## config.mk

```make
export PLATFORM = sky130hd
export DESIGN_NAME = lane_deserializer
export DESIGN_NICKNAME = d
export VERILOG_FILES = /design/src/rtl/lane_deserializer.sv
export SDC_FILE = /design/constraint.sdc
export NUM_CORES = 1
export LEC_CHECK = 0
export BUFFER_PORTS_ARGS = -buffer_cell sky130_fd_sc_hd__buf_4
export CAP_MARGIN = 20
export CORE_MARGIN = 2
export CORE_UTILIZATION = 45
export DETAILED_ROUTE_END_ITERATION = 6
export PLACE_DENSITY_LB_ADDON = 0.25
export SYNTH_ARGS = -nofsm -noshare
export SYNTH_HDL_FRONTEND = slang
export SYNTH_SLANG_ARGS = --single-unit
export TNS_END_PERCENT = 50
```

## constraint.sdc

```tcl
create_clock -name clk_32f -period 2.9 [get_ports clk_32f]
set_input_delay 0.29 -clock clk_32f [delete_from_list [all_inputs] [get_ports clk_32f]]
set_output_delay 0.29 -clock clk_32f [all_outputs]
set_load 0.05 [all_outputs]
```

## src/rtl/lane_deserializer.sv

```systemverilog
// Per-lane receive front end: serial bit stream in, comma-aligned 32-bit words out.
// Finds byte alignment from repeated comma symbols, then packs four data bytes
// (first byte in [31:24]) into a word presented with a one-cycle valid strobe.
module lane_deserializer #(
    parameter logic [7:0]  COMMA      = 8'hBC,
    parameter logic [7:0]  IDLE       = 8'h7C,
    parameter int unsigned LOCK_COUNT = 4
) (
    input  logic        clk_32f,
    input  logic        reset,
    input  logic        data_in,
    output logic [31:0] lane_out,
    output logic        valid_out,
    output logic        active,
    output logic        sym_err
);

    localparam logic [3:0] LockCnt = 4'(LOCK_COUNT);

    typedef enum logic [1:0] {StSearch, StAlign, StLocked} state_e;

    state_e      state_q;
    logic [7:0]  shift_q;
    logic [7:0]  shift_d;
    logic [2:0]  bit_cnt_q;
    logic [3:0]  comma_cnt_q;
    logic [3:0]  comma_inc;
    logic [1:0]  byte_idx_q;
    logic [31:0] word_q;
    logic [31:0] word_ins;
    logic [31:0] lane_q;
    logic        valid_q;
    logic        active_q;
    logic        err_q;
    logic        boundary;
    logic        is_ctrl;

    // Next shift contents, byte-boundary detect and the word with the new byte slotted in.
    always_comb begin
        shift_d   = {shift_q[6:0], data_in};
        boundary  = (bit_cnt_q == 3'd7);
        is_ctrl   = (shift_d == COMMA) || (shift_d == IDLE);
        comma_inc = comma_cnt_q + 4'd1;
        word_ins  = word_q;
        case (byte_idx_q)
            2'd0:    word_ins[31:24] = shift_d;
            2'd1:    word_ins[23:16] = shift_d;
            2'd2:    word_ins[15:8]  = shift_d;
            default: word_ins[7:0]   = shift_d;
        endcase
    end

    // Alignment FSM, word assembly and registered outputs.
    always_ff @(posedge clk_32f or posedge reset) begin
        if (reset) begin
            state_q     <= StSearch;
            shift_q     <= 8'h00;
            bit_cnt_q   <= 3'd0;
            comma_cnt_q <= 4'd0;
            byte_idx_q  <= 2'd0;
            word_q      <= 32'h0;
            lane_q      <= 32'h0;
            valid_q     <= 1'b0;
            active_q    <= 1'b0;
            err_q       <= 1'b0;
        end else begin
            shift_q   <= shift_d;
            bit_cnt_q <= bit_cnt_q + 3'd1;
            valid_q   <= 1'b0;
            err_q     <= 1'b0;
            unique case (state_q)
                StSearch: begin
                    // Sliding search: any bit position may start a comma.
                    if (shift_d == COMMA) begin
                        bit_cnt_q   <= 3'd0;
                        comma_cnt_q <= 4'd1;
                        if (LockCnt == 4'd1) begin
                            state_q  <= StLocked;
                            active_q <= 1'b1;
                        end else begin
                            state_q <= StAlign;
                        end
                    end
                end
                StAlign: begin
                    if (boundary) begin
                        if (shift_d == COMMA) begin
                            comma_cnt_q <= comma_inc;
                            if (comma_inc == LockCnt) begin
                                state_q  <= StLocked;
                                active_q <= 1'b1;
                            end
                        end else begin
                            comma_cnt_q <= 4'd0;
                            state_q     <= StSearch;
                        end
                    end
                end
                StLocked: begin
                    if (boundary) begin
                        if (is_ctrl) begin
                            // A control symbol inside a word means the partial word is bad.
                            if (byte_idx_q != 2'd0) begin
                                byte_idx_q <= 2'd0;
                                word_q     <= 32'h0;
                                err_q      <= 1'b1;
                            end
                        end else if (byte_idx_q == 2'd3) begin
                            lane_q     <= word_ins;
                            valid_q    <= 1'b1;
                            byte_idx_q <= 2'd0;
                            word_q     <= 32'h0;
                        end else begin
                            word_q     <= word_ins;
                            byte_idx_q <= byte_idx_q + 2'd1;
                        end
                    end
                end
                default: state_q <= StSearch;
            endcase
        end
    end

    assign lane_out  = lane_q;
    assign valid_out = valid_q;
    assign active    = active_q;
    assign sym_err   = err_q;

endmodule

```

==> results_tabular.tex <==
\begin{tabular}{lr}
\hline
Metric & Value \\
\hline
\multicolumn{2}{l}{\textbf{Pwr}} \\
Fraction of power consumed by the clock network & around 39\% \\
Part of the power in registers & 49.1\% \\
Power density over the cells & a little under 600 mW/mm\^{}2 \\
Part of the total power dissipated in combinational logic & between 10\% and 20\% \\
Reported leakage power & about 1.9 nW \\
Worst VDD drop & about 0.37 mV \\
Internal Dissipation & around 1.8 mW \\
Switching fraction of total power & 25.2\% \\
Net switching power & around 600 uW \\
\multicolumn{2}{l}{\textbf{Placed design}} \\
Minimum setup slack after placement & $\sim$0.65 ns \\
Count of buffers from port buffering & 37 \\
HPWL after DPL & roughly 4700 um \\
Global placer's final weighted congestion & 0.848 \\
\multicolumn{2}{l}{\textbf{Synthesis}} \\
Post-synthesis share of cell area spent on and, or, nand and nor gates & 10.1\% \\
Synth Area in Compound Gates & a little under a fifth \\
Combined area of all synthesized cells & around 0.0034 sq mm \\
Post-Synth XOR/XNOR Area & 0.801\% \\
Async S/R FF share, synth & between 90\% and 100\% \\
Area share of the largest cell type after synthesis & around 56\% \\
Warnings from Yosys & 0 \\
Dominant cells by area after synthesis & dfrtp\_1 56\%, o21ai\_0 5.1\%, mux2i\_1 4.7\% \\
Mapped Nets & 310 \\
Largest family of logic cells by synthesized area & compound AO/OA/AOI/OAI gates \\
Number of synthesized register bits & 77 \\
Distinct cell type count of the synthesized netlist & 42 \\
Post-synthesis mux area share & 7.61\% \\
Synthesized area divided by synthesized cell count & $\sim$11 sq um \\
Leading area contributor after synthesis & dfrtp\_1 \\
Number of synthesized flops with an enable pin & 0 \\
Most frequently used flop master after synthesis & dfrtp\_1 \\
Adder-cell share of the synthesized area & a little under 3\% \\
Gate count after technology mapping & around 300 \\
Sequential share of the synthesized area & $\sim$56\% \\
\multicolumn{2}{l}{\textbf{Clocking}} \\
Post-CTS repair timing setup buffer count & 0 \\
TritonCTS clock tree & built \\
Number of sinks handled by clock tree synthesis & between 70 and 80 \\
Clock tree root driver cell & clkbuf\_8 \\
Clk pin slew, worst setup/hold paths & approximately 0.070 ns \\
Insertion delay of the later-clocked pin in the worst-skew pair & approximately 0.34 ns \\
Max H-tree Level & 3 \\
Resize count post-CTS & 0 \\
Number of buffers on the longest clock path & 2 \\
Hold-fix buffer count after cts & 0 \\
Number of buffers inserted during clock tree synthesis & 9 \\
\multicolumn{2}{l}{\textbf{Setup path}} \\
Category of the worst setup path capture point & flip-flop \\
CP required & 3.13 ns \\
Class of the most critical setup path & flip-flop to flip-flop \\
CP startpoint kind & flip-flop \\
Worst Path Max Fanout & 55 \\
Number of cells on the worst reg-to-reg path & 4 \\
CP Data Arrival Time & around 2.5 ns \\
\multicolumn{2}{l}{\textbf{Finish}} \\
Layout area overhead & 17.2\% \\
Most common cell after layout, fill and taps aside & dfrtp\_1 \\
Post-route core utilization & between 50\% and 60\% \\
Fin nets & about 350 \\
Sequential cell area & 0.00193 sq mm \\
Layout filler cell count & between 600 and 700 \\
Share of cells above drive strength 1 & 22.8\% \\
Top library cells by usage in the layout, fill and taps aside & 77 x dfrtp\_1, 45 x buf\_4, 36 x nand2\_1 \\
Diode count & 0 \\
Combined area of the multi-input logic cells & 0.00136 sq mm \\
\multicolumn{2}{l}{\textbf{Timing}} \\
Total negative setup slack & 0 ns \\
Worst setup skew after layout & about 0.012 ns \\
Max Clock Freq & 444 MHz \\
Worst relative slew slack & about 37\% \\
Slew at the pin with the worst max-slew slack & $\sim$0.95 ns \\
Unrepaired setup endpoints after global routing & no \\
Final setup viols & 0 \\
Final-report hold violation count & 0 \\
Final number of max-transition violations & 0 \\
Post-route setup slack & about 0.65 ns \\
Tmin final & $\sim$2.3 ns \\
Post-route fraction of the period consumed by the critical path & between 70\% and 80\% \\
\multicolumn{2}{l}{\textbf{Die}} \\
Initial core utilization & 46.9\% \\
Die outline height & approximately 91 um \\
Die Outline Area & between 0.008 and 0.009 sq mm \\
Area of the core & around 0.0073 sq mm \\
Std cell rows & 31 \\
DIE WIDTH & $\sim$90 um \\
Num ports & 38 \\
\multicolumn{2}{l}{\textbf{GRT}} \\
Number of antenna violations at the first check in global routing & 0 \\
Global route overflow & 0 \\
Number of global-route vias before repair & roughly 2300 \\
First-pass GRT wire length & around 12000 um \\
Global router's overall resource usage & a little under a fifth \\
Pin count of the biggest net entering global routing & between 70 and 80 \\
\multicolumn{2}{l}{\textbf{Detailed routing}} \\
Detailed router's first-iteration violation count & between 150 and 200 \\
Number of design rule violations left after detail routing & 0 \\
Detailed Route WL & roughly 7000 um \\
Total via count after detailed routing & between 2000 and 2500 \\
Routed wire length per instance & between 15 and 20 um \\
Antenna Violating Nets Remaining & 0 \\
Drt via density & between 5 and 6 \\
First-pass iteration count of the detailed router & 4 \\
\multicolumn{2}{l}{\textbf{Min path}} \\
Type of the most critical hold path & primary input to flip-flop \\
Hold Crit Depth & 1 \\
\multicolumn{2}{l}{\textbf{Status}} \\
Status & completed \\
\multicolumn{2}{l}{\textbf{Run}} \\
Max-cap check violation count & 0 \\
\hline
\end{tabular}
==> final cells by class <==
type,count,share of cell area (%)
Clock buffer,10,3.17
Sequential cell,77,47.8
Tap cell,99,3.07
Clock inverter,4,2.45
Timing Repair Buffer,46,8.88
Multi-Input combinational cell,192,33.8
Inverter,9,0.838
==> cells in the mapped netlist (2+ instances only) <==
master    number
a21oi_1       19
a22o_1        14
a32o_1         7
and2_1         3
buf_2         11
buf_4          6
clkbuf_1       4
dfrtp_1       77
ha_1           8
inv_1          9
mux2_2         9
mux2i_1       16
nand2_1       36
nand2b_1       2
nor2_1         4
nor2b_1       10
nor3_1         2
nor3b_1        2
nor4_1         2
o21ai_0       35
o21bai_2       2
==> cells by family after synthesis <==
logic type                 after synthesis
muxes                                   25
DFF                                     77
adders and majority gates                8
AOI/OAI and AO/OA                       89
xor gates and xnor gates                 1
buffers and inverters                   30
and+or+nand+nor                         69
==> sequential cells by signal, indices dropped and copies added, names as in the netlist <==
register,count
active,1
word_q,24
bit_cnt_q,3
state_q,2
valid_out,1
sym_err,1
comma_cnt_q,4
lane_out,32
byte_idx_q,2
shift_q,7
==> through the flow <==
| step | hold slack [ns] | std cells | cell area [sq um] | total power [mW] |
|---|---|---|---|---|
| finish | 0.159 | 437 | 4030 | 2.40 |
| detailed placement | 0.446 | 423 | 3800 | 1.50 |
| floorplan | 0.321 | 299 | 3440 | 1.40 |
| global route | 0.138 | 437 | 4030 | 2.50 |
| global placement | 0.423 | 423 | 3800 | 1.49 |
| CTS | 0.145 | 437 | 4030 | 2.43 |
==> final timing paths <==
path / startpoint / to / slack, ns
max reg2reg: shift_q[0] / lane_out[0] / 0.65
max in group asynchronous: reset / bit_cnt_q[1] / 2.04
min in group asynchronous: reset / lane_out[3] / 0.25
max: shift_q[0] / lane_out[0] / 0.65
min reg2reg: bit_cnt_q[0] / bit_cnt_q[0] / 0.46
min: data_in / shift_q[0] / 0.16
==> routing by layer <==
metal  GRT usage [%]  part of all wire [%]
met5               0                     0
met4            4.55                  0.95
met3            5.23                   5.6
met2            28.9                    47
met1            24.5                    46
==> worst max-delay path: stages, from the launching register on <==
cell and delay, ns:
dfrtp_1 0.48, nand4bb_1 0.51, o311ai_4 0.50, buf_12 0.25, mux2_2 0.36
==> power by group through the flow <==
stage | logic (mW) | registers [mW] | clock network, mW
final | 0.295 | 1.18 | 0.924
after global routing | 0.320 | 1.19 | 1.00
after CTS | 0.300 | 1.18 | 0.954
after detailed placement | 0.299 | 1.20 | 0
after global placement | 0.296 | 1.20 | 0
after floorplan | 0.116 | 1.29 | 0
Power figures use the tool's default switching activity.
